===== config.mk =====
export PLATFORM = sky130hd
export DESIGN_NAME = calc_seq_ctrl
export DESIGN_NICKNAME = d
export VERILOG_FILES = /design/src/rtl/calc_pkg.sv /design/src/rtl/calc_seq_ctrl_readback.sv /design/src/rtl/calc_seq_ctrl.sv
export SDC_FILE = /design/constraint.sdc
export NUM_CORES = 1
export LEC_CHECK = 0
export ABC_CLOCK_PERIOD_IN_PS = 2750
export CAP_MARGIN = 25
export CORE_MARGIN = 2
export CORE_UTILIZATION = 40
export DETAILED_ROUTE_END_ITERATION = 8
export GPL_TIMING_DRIVEN = 0
export PLACE_DENSITY = 0.69
export SLEW_MARGIN = 20
export SYNTH_ARGS = -nofsm -noshare
export SYNTH_HDL_FRONTEND = slang
export SYNTH_SLANG_ARGS = --single-unit

===== constraint.sdc =====
create_clock -name clk -period 2.75 [get_ports clk]
set_input_delay 0.4125 -clock clk [delete_from_list [all_inputs] [get_ports clk]]
set_output_delay 0.4125 -clock clk [all_outputs]
set_load 0.02 [all_outputs]

===== src/rtl/calc_pkg.sv =====
// Shared types and constants for the I2C calculator command sequencer.
// Opcode and FSM enums, status bit positions, read-pointer encodings.
package calc_pkg;

    typedef enum logic [2:0] {
        OP_ADD = 3'd0,
        OP_SUB = 3'd1,
        OP_MUL = 3'd2,
        OP_DIV = 3'd3,
        OP_AND = 3'd4,
        OP_OR  = 3'd5,
        OP_XOR = 3'd6,
        OP_SHL = 3'd7
    } op_e;

    typedef enum logic [2:0] {
        ST_IDLE   = 3'd0,
        ST_GET_A  = 3'd1,
        ST_GET_B  = 3'd2,
        ST_LAUNCH = 3'd3,
        ST_WAIT   = 3'd4
    } state_e;

    typedef enum logic [1:0] {
        RP_STAT = 2'd0,
        RP_HI   = 2'd1,
        RP_LO   = 2'd2
    } rp_e;

    localparam int STAT_BUSY    = 0;
    localparam int STAT_DONE    = 1;
    localparam int STAT_ERR     = 2;
    localparam int STAT_OVR     = 3;
    localparam int STAT_ABORT   = 4;
    localparam int STAT_TIMEOUT = 5;

    function automatic logic [7:0] pack_status(input logic busy, input logic done,
                                               input logic err, input logic ovr,
                                               input logic abort, input logic timeout);
        logic [7:0] s;
        s = '0;
        s[STAT_BUSY]    = busy;
        s[STAT_DONE]    = done;
        s[STAT_ERR]     = err;
        s[STAT_OVR]     = ovr;
        s[STAT_ABORT]   = abort;
        s[STAT_TIMEOUT] = timeout;
        return s;
    endfunction

endpackage


===== src/rtl/calc_seq_ctrl_readback.sv =====
// Read-back path: status / result-hi / result-lo pointer with registered output
// and a strobe telling the sequencer that the status byte has just been served.
module calc_readback_mux
    import calc_pkg::*;
#(
    parameter int DATA_W = 8,
    parameter int RES_W  = 16
) (
    input  logic              clk,
    input  logic              rst,
    input  logic              rd_req,
    input  logic              xfer_stop,
    input  logic [DATA_W-1:0] status,
    input  logic [RES_W-1:0]  result,
    output logic [DATA_W-1:0] rd_data,
    output logic              rd_valid,
    output logic              stat_clr
);

    rp_e               ptr;
    logic [DATA_W-1:0] sel_byte;

    always_comb begin
        sel_byte = '0;
        unique case (ptr)
            RP_STAT: sel_byte = status;
            RP_HI:   sel_byte = result[RES_W-1:DATA_W];
            RP_LO:   sel_byte = result[DATA_W-1:0];
            default: sel_byte = '0;
        endcase
    end

    // The status byte is captured with its pre-clear value; the clear lands on the same edge.
    assign stat_clr = rd_req && (ptr == RP_STAT);

    always_ff @(posedge clk) begin
        if (rst) begin
            ptr      <= RP_STAT;
            rd_data  <= '0;
            rd_valid <= 1'b0;
        end else begin
            rd_valid <= rd_req;
            if (rd_req) begin
                rd_data <= sel_byte;
            end
            if (xfer_stop) begin
                ptr <= RP_STAT;
            end else if (rd_req) begin
                unique case (ptr)
                    RP_STAT: ptr <= RP_HI;
                    RP_HI:   ptr <= RP_LO;
                    default: ptr <= RP_STAT;
                endcase
            end
        end
    end

endmodule


===== src/rtl/calc_seq_ctrl.sv =====
// Command sequencer between the I2C slave byte interface and the calculator ALU.
// Optional ALU watchdog is compiled in with `define CALC_SEQ_TIMEOUT_EN.
module calc_seq_ctrl
    import calc_pkg::*;
#(
    parameter int DATA_W      = 8,
    parameter int RES_W       = 16,
    parameter int TIMEOUT_CYC = 255
) (
    input  logic              clk,
    input  logic              rst,
    input  logic              wr_valid,
    input  logic [DATA_W-1:0] wr_data,
    input  logic              rd_req,
    output logic [DATA_W-1:0] rd_data,
    output logic              rd_valid,
    input  logic              xfer_stop,
    output logic [2:0]        alu_op,
    output logic [DATA_W-1:0] alu_a,
    output logic [DATA_W-1:0] alu_b,
    output logic              alu_start,
    input  logic              alu_done,
    input  logic [RES_W-1:0]  alu_result,
    input  logic              alu_err,
    output logic              busy
);

    // Handshake: wr_valid, rd_req, xfer_stop and alu_done are single-cycle pulses with no
    // back-pressure; every pulse is consumed on the edge it is seen or dropped by rule.

    state_e            state, state_nxt, byte_nxt;
    op_e               op_q;
    logic [DATA_W-1:0] a_q, b_q;
    logic [RES_W-1:0]  result_q;
    logic              done_q, err_q, ovr_q, abort_q, timeout_q;
    logic              opcode_ok, abort_set, wait_done, tmo_hit, stat_clr;
    logic [DATA_W-1:0] status;

    assign opcode_ok = (wr_data[DATA_W-1:3] == '0);
    assign wait_done = (state == ST_WAIT) && alu_done;

`ifdef CALC_SEQ_TIMEOUT_EN
    localparam int CNT_W = $clog2(TIMEOUT_CYC + 1);
    logic [CNT_W-1:0] wait_cnt;

    always_ff @(posedge clk) begin
        if (rst || state != ST_WAIT) begin
            wait_cnt <= '0;
        end else begin
            wait_cnt <= wait_cnt + 1'b1;
        end
    end

    assign tmo_hit = (state == ST_WAIT) && !alu_done && (wait_cnt == CNT_W'(TIMEOUT_CYC - 1));
`else
    logic unused_tmo;
    assign unused_tmo = ^TIMEOUT_CYC;
    assign tmo_hit    = 1'b0;
`endif

    always_ff @(posedge clk) begin
        if (rst) begin
            state <= ST_IDLE;
        end else begin
            state <= state_nxt;
        end
    end

    always_comb begin
        byte_nxt  = state;
        alu_start = 1'b0;
        busy      = 1'b0;
        unique case (state)
            ST_IDLE:   if (wr_valid && opcode_ok) byte_nxt = ST_GET_A;
            ST_GET_A:  if (wr_valid) byte_nxt = ST_GET_B;
            ST_GET_B:  if (wr_valid) byte_nxt = ST_LAUNCH;
            ST_LAUNCH: begin
                byte_nxt  = ST_WAIT;
                alu_start = 1'b1;
                busy      = 1'b1;
            end
            ST_WAIT: begin
                busy = 1'b1;
                if (alu_done || tmo_hit) byte_nxt = ST_IDLE;
            end
            default:   byte_nxt = ST_IDLE;
        endcase
        // A stop is applied after the same-cycle byte, so it aborts only a half-collected command.
        abort_set = xfer_stop && (byte_nxt == ST_GET_A || byte_nxt == ST_GET_B);
        state_nxt = abort_set ? ST_IDLE : byte_nxt;
    end

    always_ff @(posedge clk) begin
        if (rst) begin
            op_q      <= OP_ADD;
            a_q       <= '0;
            b_q       <= '0;
            result_q  <= '0;
            done_q    <= 1'b0;
            err_q     <= 1'b0;
            ovr_q     <= 1'b0;
            abort_q   <= 1'b0;
            timeout_q <= 1'b0;
        end else begin
            // Clear-on-read first so that a sticky event in the same cycle survives.
            if (stat_clr) begin
                ovr_q     <= 1'b0;
                abort_q   <= 1'b0;
                timeout_q <= 1'b0;
            end
            if (wr_valid && busy) ovr_q <= 1'b1;
            if (abort_set) abort_q <= 1'b1;
            if (state == ST_IDLE && wr_valid) begin
                if (opcode_ok) op_q <= op_e'(wr_data[2:0]);
                else err_q <= 1'b1;
            end
            if (state == ST_GET_A && wr_valid) a_q <= wr_data;
            if (state == ST_GET_B && wr_valid) begin
                b_q    <= wr_data;
                done_q <= 1'b0;
                err_q  <= 1'b0;
            end
            if (wait_done) begin
                result_q <= alu_result;
                err_q    <= alu_err;
                done_q   <= 1'b1;
            end else if (tmo_hit) begin
                result_q  <= '1;
                err_q     <= 1'b1;
                done_q    <= 1'b1;
                timeout_q <= 1'b1;
            end
        end
    end

    assign alu_op = op_q;
    assign alu_a  = a_q;
    assign alu_b  = b_q;
    assign status = pack_status(busy, done_q, err_q, ovr_q, abort_q, timeout_q);

    calc_readback_mux #(
        .DATA_W (DATA_W),
        .RES_W  (RES_W)
    ) u_readback (
        .clk       (clk),
        .rst       (rst),
        .rd_req    (rd_req),
        .xfer_stop (xfer_stop),
        .status    (status),
        .result    (result_q),
        .rd_data   (rd_data),
        .rd_valid  (rd_valid),
        .stat_clr  (stat_clr)
    );

endmodule


==> run metrics <==
Worst Hold Launch=alu_a[1]$_SDFFE_PP0P_; commonest non-fill, non-tap cells in the layout=nand2_1 (74), clkdlybuf4s50_1 (59), dfxtp_1 (53); status=finished, final reports clean; DR DRC count=0; Max Freq=443 MHz; relative slew slack=56.7%; Layout Nets=358; FF-to-FF setup slack=1250 ps; crit path max fanout=10; CORE AREA=5070 sq um; sequential-to-total area share from yosys stat=50.8%; Pre-antenna DRT Iters=5; RR Startpoint=state[1]$_SDFF_PP0_; worst hold stages=2; Reg2Reg Depth=5; die width=76.3 um; max-cap violations=0; vias in the first global route=1,854; power per cell area=486 nW/um^2; worst-margin pin slew=647 ps; Distinct cells, synth=32; critical path arrival=1840 ps; I/O pins=61; Clock Path Buffers=2; Reg clk slew, reported paths=100 ps; largest net degree at the start of global routing=19; initial antenna violation count=0; Area growth syn-to-layout=37.0%; origin of the worst setup path=state[2]$_SDFF_PP0_; RSZ-0062 raised after global routing=false; antenna viol nets, final=0; total detailed-routing wirelength=5020 um; first-pass GRT wire length=8420 um; most common cell after layout, fill and taps aside=nand2_1; Final Cycle Share=82.0%; Max IR drop VDD=0.000459 V; Mapped Cells=261; Hold Buf Count CTS=0; PortBufs=59; Ant. Diodes=0; CTS buffer count=5; crit path launch type=flip-flop; Fin Hold WS=461 ps; postcts setup bufs=0; worst reg2reg endpoint=done_q$_SDFFE_PP0P_; routability cong.=0.738; Final setup violation count=0; fin crit period=2260 ps; worst skew pair latency=300 ps; hpwl dp=3800 um; aggregate global routing overflow=0; die footprint=5810 sq um; #FFs+latches synth=53; total global-route track usage=17.7%; Static Leak=1.00 nW; Slowest-stage cell, CP=clkdlybuf4s50_1; die height=76.3 um; Setup crit end kind=output pin; clk sinks=53; Fin. Hold Viols=0; ratio of cells with drive above 1 in the final layout=4.88%; H-tree depth=2; Pins Over Slew Limit=0; drt initial violations=51; TritonCTS clock tree=done; post-synth net total=292; YS warnings=0; via count=1,971; Clock Skews=8.80 ps; wire per inst=12.6 um; DR vias/cell=4.95; Final TNS setup=0 ps; delay of the slowest cell on the worst path=610 ps; Avg Cell Area, Syn=8.00 sq um; Starting Density=41.1%; post-cts sizing count=0; Required @ worst endpoint=2340 ps; Tightest Hold Check Type=reg2reg; hold endpoint=alu_a[1]$_SDFFE_PP0P_; root buffer cell=clkbuf_8; crit path cell chain=buf_2 -> and3b_1 -> a21o_1 -> clkdlybuf4s50_1; Synth Cell Area=2090 sq um; row cnt=26; CP Class=reg2out
[through the flow]
stage	total power [mW]	setup slack, ps	util (%)	instance area, sq um	cells
6_report	1.39	494	56.4	2860	398
5_1_grt	1.44	421	56.4	2860	398
4_1_cts	1.41	479	56.4	2860	398
3_5_place_dp	0.962	617	54.5	2770	390
3_3_place_gp	0.961	618	54.5	2770	390
2_1_floorplan	0.877	1280	-	2090	261
[flip-flops by register name (all words and copies together) (netlist names)]
signal and count:
alu_op 3, done_q 1, alu_a 8, u_readback.rd_data 8, abort_q 1, u_readback.rd_valid 1, state 3, ovr_q 1
u_readback.ptr 2, err_q 1, alu_b 8, result_q 16
[cells in the mapped netlist (all sizes together)]
library cell,count,area (sq um)
a211oi,3,27.5
a21o,1,7.51
a21oi,36,180
a221oi,3,26.3
a22oi,1,7.51
a31o,1,8.76
a31oi,2,12.5
and3,1,6.26
and3b,1,8.76
buf,4,20.0
clkbuf,11,41.3
clkinv,1,3.75
dfxtp,53,1060
inv,3,11.3
mux2i,8,80.1
nand2,74,278
nand2b,3,18.8
nand3,1,5.00
nand3b,2,15.0
nand4,1,6.26
nor2,25,101
nor2b,3,18.8
nor3,10,50.1
o21a,1,7.51
o21ai,2,10.0
o22ai,4,25.0
o32a,1,10.0
o41ai,2,17.5
or2,2,12.5
or4b,1,10.0
[how the worst max path moves through the flow]
stage               slack, ps  cells after the start                   to
finish                    490                      4                 busy
global placement          620                      6  done_q$_SDFFE_PP0P_
CTS                       480                      4                 busy
detailed placement        620                      6  done_q$_SDFFE_PP0P_
floorplan                1280                      3                 busy
global route              420                      4                 busy
[layer usage]
metal	share of wire [%]	vias up	global-route usage (%)
met5	0	-	0
met3	4.2	4	2.84
li1	-	1015	-
met2	47	47	29.8
met1	48	905	23.4
met4	1.1	0	5.45
[kinds of logic (layout without fill, tap and decap cells)]
kind of cell / Yosys count / count (layout) / share of synthesized area, %
buffers and inverters: 19 / 86 / 3.65
multiplexers: 8 / 8 / 3.83
AND/OR/NAND/NOR: 124 / 124 / 25.4
AO/OA/AOI/OAI: 57 / 57 / 16.3
flip-flops: 53 / 53 / 50.8
[critical path, delay by kind of cell, from the launching register on]
| kind | cells | cell delay (ps) |
|---|---|---|
| AOI/OAI and AO/OA | 1 | 150 |
| and+or+nand+nor | 1 | 300 |
| DFF | 1 | 310 |
| buffers and inverters | 2 | 780 |
[area by class of cell]
class | instances | area [sq um]
Timing Repair Buffer | 59 | 591
Buffer | 15 | 61.3
Fill cell | 527 | 2210
Clock buffer | 5 | 68.8
Clock inverter | 3 | 25.0
Tap cell | 70 | 87.6
Multi-Input combinational cell | 189 | 951
Sequential cell | 53 | 1060
Inverter | 4 | 15.0
[report_power, final]
group / leakage, nW / internal [mW] / total, mW / switching [mW]
registers: 0.430 / 0.782 / 0.791 / 0.00879
logic: 0.527 / 0.0780 / 0.153 / 0.0749
clock network: 0.0452 / 0.186 / 0.448 / 0.262
No activity file was read; power rests on OpenSTA's default activity.
